### src/rtl/pll_strobe_gen_pkg.sv
// Shared types and elaboration helpers for the PLL-style strobe generator.
package pll_strobe_gen_pkg;

  typedef enum logic [2:0] {
    ST_RESET   = 3'd0,
    ST_LOCKING = 3'd1,
    ST_LOCKED  = 3'd2,
    ST_RELOCK  = 3'd3,
    ST_BYPASS  = 3'd4
  } pll_state_t;

  // Settling counter must hold the larger of the two settle lengths without wrapping.
  function automatic int settle_cnt_w(input int lock_cycles, input int relock_cycles);
    int longest;
    longest = (lock_cycles > relock_cycles) ? lock_cycles : relock_cycles;
    return $clog2(longest + 1);
  endfunction

  function automatic int ch_sel_w(input int num_ch);
    return (num_ch > 1) ? $clog2(num_ch) : 1;
  endfunction

endpackage

### src/rtl/pll_strobe_gen_phase_acc.sv
// One strobe channel: phase increment register, accumulator and registered carry strobe.
module phase_acc #(
  parameter int               ACC_W     = 32,
  parameter logic [ACC_W-1:0] INIT_INCR = {1'b1, {(ACC_W-1){1'b0}}}
) (
  input  logic             clk,
  input  logic             rst,
  input  logic             clear,
  input  logic             run,
  input  logic             force_ce,
  input  logic             wr_en,
  input  logic [ACC_W-1:0] wr_data,
  output logic             ce
);

  logic [ACC_W-1:0] acc_q;
  logic [ACC_W-1:0] incr_q;
  logic [ACC_W:0]   sum;

  // The carry out of the modulo add is the strobe: mean rate f_clk * incr / 2**ACC_W.
  assign sum = {1'b0, acc_q} + {1'b0, incr_q};

  // NOTE: every register here, including the increment, has an explicit reset value so
  // the channel restarts at the default rate after any reset, not at a stale setting.
  always_ff @(posedge clk or posedge rst) begin
    if (rst) begin
      acc_q  <= '0;
      incr_q <= INIT_INCR;
      ce     <= 1'b0;
    end else begin
      // NOTE: non-blocking assignments so every register samples pre-edge values.
      if (wr_en) begin
        incr_q <= wr_data;
      end
      if (clear) begin
        acc_q <= '0;
        ce    <= force_ce;
      end else if (run) begin
        acc_q <= sum[ACC_W-1:0];
        ce    <= sum[ACC_W];
      end else begin
        ce <= 1'b0;
      end
    end
  end

endmodule

### src/rtl/pll_strobe_gen.sv
// Clock-enable strobe generator with a PLL-like lock/relock sequencer in front of
// NUM_CH phase accumulators; this level holds only FSM, settling counter and write decode.
module pll_strobe_gen
  import pll_strobe_gen_pkg::*;
#(
  parameter int               NUM_CH        = 2,
  parameter int               ACC_W         = 32,
  parameter int               LOCK_CYCLES   = 1024,
  parameter int               RELOCK_CYCLES = 256,
  parameter logic [ACC_W-1:0] INIT_INCR     = {1'b1, {(ACC_W-1){1'b0}}},
  localparam int              CH_W          = ch_sel_w(NUM_CH)
) (
  input  logic              clk,
  input  logic              rst,
  input  logic              bypass,
  input  logic              incr_valid,
  output logic              incr_ready,
  input  logic [CH_W-1:0]   incr_ch,
  input  logic [ACC_W-1:0]  incr_data,
  output logic [NUM_CH-1:0] ce,
  output logic              lock
);

  localparam int              CNT_W       = settle_cnt_w(LOCK_CYCLES, RELOCK_CYCLES);
  localparam logic [CNT_W-1:0] LOCK_LAST   = CNT_W'(LOCK_CYCLES - 1);
  localparam logic [CNT_W-1:0] RELOCK_LAST = CNT_W'(RELOCK_CYCLES - 1);
  localparam logic [CH_W:0]    NUM_CH_EXT  = (CH_W + 1)'(NUM_CH);

  pll_state_t       state_q, state_d;
  logic [CNT_W-1:0] cnt_q, cnt_d;
  logic             wr_hit;
  logic             acc_run, acc_clear, acc_force;

  assign incr_ready = (state_q == ST_LOCKING) || (state_q == ST_LOCKED) ||
                      (state_q == ST_BYPASS);

  // Out-of-range channel writes still complete the handshake but touch nothing.
  assign wr_hit = incr_valid && incr_ready && ({1'b0, incr_ch} < NUM_CH_EXT);

  always_comb begin
    // NOTE: defaults first so every path assigns both outputs and no latch is inferred.
    state_d = state_q;
    cnt_d   = cnt_q;
    case (state_q)
      ST_RESET: begin
        state_d = bypass ? ST_BYPASS : ST_LOCKING;
        cnt_d   = '0;
      end
      ST_LOCKING: begin
        if (wr_hit) begin
          cnt_d = '0;
        end else if (cnt_q == LOCK_LAST) begin
          state_d = ST_LOCKED;
          cnt_d   = '0;
        end else begin
          cnt_d = cnt_q + 1'b1;
        end
      end
      ST_LOCKED: begin
        if (wr_hit) begin
          state_d = ST_RELOCK;
          cnt_d   = '0;
        end
      end
      ST_RELOCK: begin
        if (cnt_q == RELOCK_LAST) begin
          state_d = ST_LOCKED;
          cnt_d   = '0;
        end else begin
          cnt_d = cnt_q + 1'b1;
        end
      end
      ST_BYPASS: begin
        if (!bypass) begin
          state_d = ST_LOCKING;
          cnt_d   = '0;
        end
      end
      default: begin
        state_d = ST_RESET;
        cnt_d   = '0;
      end
    endcase
    // Bypass overrides any write-triggered transition; the write itself still lands.
    if (bypass && (state_q != ST_RESET)) begin
      state_d = ST_BYPASS;
      cnt_d   = '0;
    end
  end

  always_ff @(posedge clk or posedge rst) begin
    if (rst) begin
      state_q <= ST_RESET;
      cnt_q   <= '0;
      lock    <= 1'b0;
    end else begin
      state_q <= state_d;
      cnt_q   <= cnt_d;
      lock    <= (state_d == ST_LOCKED) || (state_d == ST_BYPASS);
    end
  end

  // Channel controls follow the state being entered, so ce/lock change on the transition edge.
  assign acc_run   = (state_d == ST_LOCKED);
  assign acc_clear = !acc_run;
  assign acc_force = (state_d == ST_BYPASS);

  for (genvar i = 0; i < NUM_CH; i++) begin : g_ch
    phase_acc #(
      .ACC_W    (ACC_W),
      .INIT_INCR(INIT_INCR)
    ) u_acc (
      .clk     (clk),
      .rst     (rst),
      .clear   (acc_clear),
      .run     (acc_run),
      .force_ce(acc_force),
      .wr_en   (wr_hit && (incr_ch == CH_W'(i))),
      .wr_data (incr_data),
      .ce      (ce[i])
    );
  end

endmodule

### config.mk
export PLATFORM = sky130hd
export DESIGN_NAME = pll_strobe_gen
export DESIGN_NICKNAME = d
export VERILOG_FILES = /design/src/rtl/pll_strobe_gen_pkg.sv /design/src/rtl/pll_strobe_gen_phase_acc.sv /design/src/rtl/pll_strobe_gen.sv
export SDC_FILE = /design/constraint.sdc
export NUM_CORES = 1
export LEC_CHECK = 0
export CAP_MARGIN = 30
export CELL_PAD_IN_SITES_DETAIL_PLACEMENT = 0
export CELL_PAD_IN_SITES_GLOBAL_PLACEMENT = 1
export CORE_MARGIN = 2
export CORE_UTILIZATION = 25
export CTS_CLUSTER_SIZE = 20
export DETAILED_ROUTE_END_ITERATION = 6
export GPL_TIMING_DRIVEN = 0
export PLACE_DENSITY_LB_ADDON = 0.1
export SETUP_SLACK_MARGIN = 0.3
export SKIP_LAST_GASP = 1
export SLEW_MARGIN = 20
export SYNTH_ARGS = -nofsm -noshare
export SYNTH_HDL_FRONTEND = slang
export SYNTH_SLANG_ARGS = --single-unit
### constraint.sdc
create_clock -name clk -period 4.56 [get_ports clk]
set_clock_uncertainty 0.05 [all_clocks]
set_input_delay 0.912 -clock clk [delete_from_list [all_inputs] [get_ports clk]]
set_output_delay 0.912 -clock clk [all_outputs]
set_load 0.005 [all_outputs]
; ---- After elaboration in Yosys (flattened, before gate mapping)
; Index checks and enable logic that the tools add are counted.
; W data, S select, Z words.
[totals]
reg_bits = 145
in_bits = 37
out_inout_bits = 4
word_cells = 52
[classes]
n_addsub = 3
eq_ne = 10
muxes = 19
bitwise_logic = 1
n_reduce_logical = 10
[op_table]
columns = cell, n
row1 = $add A32 B32 Y33, 2
row2 = $mux W11, 6
row3 = $mux W32, 2
row4 = $pmux W11 S4, 1
row5 = $mux W3, 7
row6 = $pmux W3 S5, 1
row7 = $add A11 B1 Y11 const B, 1
row8 = $eq A11 B10 Y1 const B, 1
row9 = $eq A11 B8 Y1 const B, 1
row10 = $eq A3 B2 Y1 const B, 3
row11 = $eq A3 B3 Y1 const B, 2
row12 = $ne A3 B2 Y1 const B, 2
row13 = $logic_and A1 B1 Y1, 4
row14 = $eq A3 B1 Y1 const B, 1
row15 = $logic_not A3 Y1, 1
row16 = $logic_or A1 B1 Y1, 3
row17 = $reduce_bool A3 Y1, 1
row18 = $mux W1, 2
row19 = $reduce_and A2 Y1, 1
row20 = $not A1 Y1, 1

; ---- Depth between registers and ports, before layout
[depth]
ltp_word = 9
ltp_mapped = 10
mapped_depth_nobuf = 10

; ---- Cells and area by module
; From an unflattened synthesis, not the netlist that was laid out.
[unflattened]
hier_cells = 967
area_unflattened_um2 = 9420.3
[by_module_without_submodules]
columns = mod, instances, cells_per_inst, area_per_inst_um2, seq_area_each_um2
row1 = phase_acc (g_ch[1].u_acc), 1, 454, 4306.6, 1627.8
row2 = phase_acc (g_ch[0].u_acc), 1, 408, 4132.7, 1627.8
row3 = pll_strobe_gen, 1, 105, 980.9, 375.4

; ---- Worst setup path after synthesis
; Ideal clock, no wire load.
[synth_path]
path_kind = flip-flop to flip-flop
from = register g_ch[0].u_acc.incr_q[0]
to = register g_ch[0].u_acc.ce
setup_ps = 126
arrival_ps = 2516
required_time_ps = 4384
slack_ps = 1868
path_stages_with_launch = 10
path_buffers = 0
synth_period_minus_slack_ps = 2692
path_cell_list = dfrtp_1 ha_1 fa_1 a21o_1 a31o_2 a221oi_2 a21oi_1 o211ai_1 nand2_1 a311o_1
[synth_between]
elab_chain_cells = 2
[synth_lines]
columns = element, line
row1 = from (decl), pll_strobe_gen_phase_acc.sv:17  ; logic [ACC_W-1:0] incr_q;
row2 = from (signal assigned), pll_strobe_gen_phase_acc.sv:33  ; incr_q <= wr_data;
row3 = $add A32 B32 Y33, pll_strobe_gen_phase_acc.sv:21  ; assign sum = {1'b0, acc_q} + {1'b0, incr_q};
row4 = $mux W1, pll_strobe_gen_phase_acc.sv:35  ; if (clear) begin
row5 = to (signal assigned), pll_strobe_gen_phase_acc.sv:37  ; ce <= force_ce;
row6 = to (signal assigned), pll_strobe_gen_phase_acc.sv:40  ; ce <= sum[ACC_W];
row7 = to (decl), pll_strobe_gen_phase_acc.sv:13  ; output logic ce
; No other way between the ends.
; A chain may end at the register's enable or synchronous reset.

; ---- Final worst setup path
; Same ends and word-level chain as after synthesis.

==> reports/qor.csv <==
stage;metric;value;unit
run_status;status;completed;
cells_and_area;Layout area overhead;19.64;%
cells_and_area;ratio of cells with drive above 1 in the final layout;13.96;%
yosys;mux share of post-synthesis cell area;8.527;%
cells_and_area;area occupied by multi-input gates;4677;sq um
yosys;largest family of logic cells by synthesized area;compound AO/OA/AOI/OAI gates;
clock_network;number of H-tree levels;4;
detailed_routing;1st-pass router iterations;4;
yosys;post-synth top area share;41.76;%
yosys;Synth top cells by count;dfrtp_1 (143), nor2_1 (97), a21oi_1 (69);
global_routing;Global Route Usage Sum;13.95;%
floorplan;initial core utilization;25.49;%
yosys;Yosys warnings;0;
timing;Highest Clock Rate;0.3084;GHz
yosys;Avg Inst Size Synth;10.09;sq um
clock_network;Clock Latency Late Sink;430;ps
cells_and_area;final layout net count;1017;
clock_network;Clock transition at path regs;60;ps
cells_and_area;Register Area;3631;sq um
placement;GP Congestion;0.7402;
placement;Post-DP HPWL;17.94;mm
yosys;Synth Instances;849;
timing;RSZ-0062 raised after global routing;false;
yosys;flops & latches, synth;145;
clock_network;TritonCTS Buffers;17;
timing;final hold vios;0;
floorplan;Die W;189.1;microns
power;Pwr per Cell Area;364.9;nW/um^2
global_routing;grt ovf;0;
setup_path;Crit path arrival time;3490;ps
timing;setup_tns;0;ps
global_routing;first-pass GRT wire length;38.70;mm
floorplan;Core ar.;33620;sq um
setup_path;CP Max Fanout;4;
yosys;most frequent cell after synthesis;dfrtp_1;
timing;Final Max Slew Viols;0;
clock_network;Sink Count;145;
setup_path;Worst Setup Path Type;flip-flop to flip-flop;
clock_network;Root Buffer;clkbuf_16;
timing;worst slew pin tran;836.2;ps
global_routing;initial antenna violation count;0;
floorplan;die area;35770;sq um
yosys;post-synth cell types;63;
floorplan;I/O pin cnt;41;
setup_path;critical path launch point type;flip-flop;
timing;Tcrit/Tclk final;71.10;%
cells_and_area;diode count;0;
detailed_routing;final wirelength;23.67;mm
floorplan;die height;189.1;microns
clock_network;PostCTS Resize Cnt;0;
yosys;post-synthesis compound-gate area fraction;16.62;%
setup_path;nature of the critical path endpoint;flip-flop;
yosys;synth top area cells;dfrtp_1 (42%), ha_1 (9.5%), mux2_2 (8.4%);
detailed_routing;DRT iter0 DRCs;248;
yosys;Post-Synth XOR/XNOR Area;6.337;%
clock_network;Hold Buf Count CTS;0;
timing;Final Setup Violations;0;
detailed_routing;DR vias;6363;
timing;post-layout min period;3242;ps
yosys;Synth Cell Area;8569;sq um
detailed_routing;drt wl/cell;17.25;microns
detailed_routing;antenna viol nets, final;0;
yosys;post-synth net total;953;
clock_network;Clock Tree Buf Depth;2;
yosys;Post-synth EDFFs;0;
global_routing;largest net degree at the start of global routing;31;
placement;PortBufs;40;
detailed_routing;DRC violations left;0;
setup_path;Crit path required time;4800;ps
yosys;area share of fa/ha/maj cells after synthesis;9.958;%
cells_and_area;fill count;3548;
placement;pre-CTS setup slack;821.3;ps
clock_network;Setup Fix Bufs, Post-CTS;0;
timing;Worst Setup Slack, final;1318;ps
flow_run;max cap viols;0;
yosys;Synth Flop Type;dfrtp_1;
power;Leak;0.004576;uW
timing;Max transition margin;43.82;%
clock_network;TritonCTS clock tree;yes;
power;Peak supply drop;0.2509;mV
yosys;cell taking the most area after synthesis;dfrtp_1;
yosys;register area share after synthesis;42.37;%
yosys;Synth Area in Simple Gates;13.14;%
hold_path;worst hold path type;flip-flop to flip-flop;
global_routing;vias in the first global route;6753;
yosys;asr flop ratio synth;100.0;%
floorplan;Site Rows;67;
detailed_routing;vias per inst;4.638;
==> per-layer routing <==
layer	vias up	wire length, microns	track usage, %
li1	3184	-	-
met1	3104	12060	19.44
met2	67	10740	22.27
met3	8	702	2.706
met4	0	161	3.245
met5	-	0	0
==> cells in the final DEF, fill, tap and decap left out, drive strengths merged, types with 10 or more instances in the layout <==
cell type	instances
nor2	97
a21oi	69
clkbuf	40
dfrtp	143
nand2	46
o21bai	12
o21ai	40
mux2	64
clkdlybuf4s50	40
xnor2	32
nand3	21
ha	65
a211oi	10
nand4	14
xor2	30
a21o	23
buf	21
o211ai	10
nor3	13
o21a	11
inv	23
==> registers in the layout, indices dropped and copies added, names as in the netlist <==
signal and cells:
g_ch.u_acc.incr_q 64, state_q 3, cnt_q 11, g_ch.u_acc.acc_q 64, g_ch.u_acc.ce 2, lock 1
==> cells by family after synthesis <==
group	Yosys count
buf+inv	58
fa+ha+maj	67
xor+xnor	62
simple gates	235
flops	145
mux	65
compound gates	217
==> critical path: stages, from the launching register on <==
cell and delay, ps:
dfrtp_1 380, ha_1 230, fa_1 430, a21o_1 210, a31o_2 300, a221oi_2 410, a21oi_1 190, o211ai_1 340
nand2_1 180, a311o_1 380
==> where the power goes <==
group	switching, uW	total (uW)	internal, uW	leakage [uW]
registers	88.7	1510	1420	0.00187
logic	405	737	331	0.00240
clock network	585	1500	914	0.000301
total	1080	3740	2660	0.00458
==> final cells by class <==
cell class / count / area share [%]
Multi-Input combinational cell: 646 / 45.62
Inverter: 23 / 0.8787
Tap cell: 448 / 5.467
Timing Repair Buffer: 45 / 4.955
Buffer: 35 / 1.709
Sequential cell: 145 / 35.42
Clock inverter: 9 / 1.269
Clock buffer: 21 / 4.686
==> path summary, 6_finish.rpt <==
path	startpoint	to	slack [ps]	cells past startpoint
min reg2reg	g_ch[0].u_acc.incr_q[28]	g_ch[0].u_acc.incr_q[28]	470	1
max	g_ch[0].u_acc.incr_q[0]	g_ch[0].u_acc.ce	1320	9
min	g_ch[0].u_acc.incr_q[28]	g_ch[0].u_acc.incr_q[28]	470	1
max reg2reg	g_ch[0].u_acc.incr_q[0]	g_ch[0].u_acc.ce	1320	9
max in group asynchronous	rst	g_ch[1].u_acc.acc_q[4]	2660	5
min in group asynchronous	rst	g_ch[1].u_acc.incr_q[15]	870	2
==> per-stage QoR <==
step                      util [%]  cells  total power [uW]  hold WS, ps  instance area (sq um)
after floorplan                  -    849              2043        417.9                   8573
after global placement       28.36   1337              2262        452.8                   9534
after detailed placement     28.68   1342              2273        453.6                   9642
after CTS                    30.50   1372              3814        469.6                  10250
after global routing         30.50   1372              3959        482.8                  10250
final                        30.50   1372              3741        467.7                  10250
No activity file was read; power rests on OpenSTA's default activity.
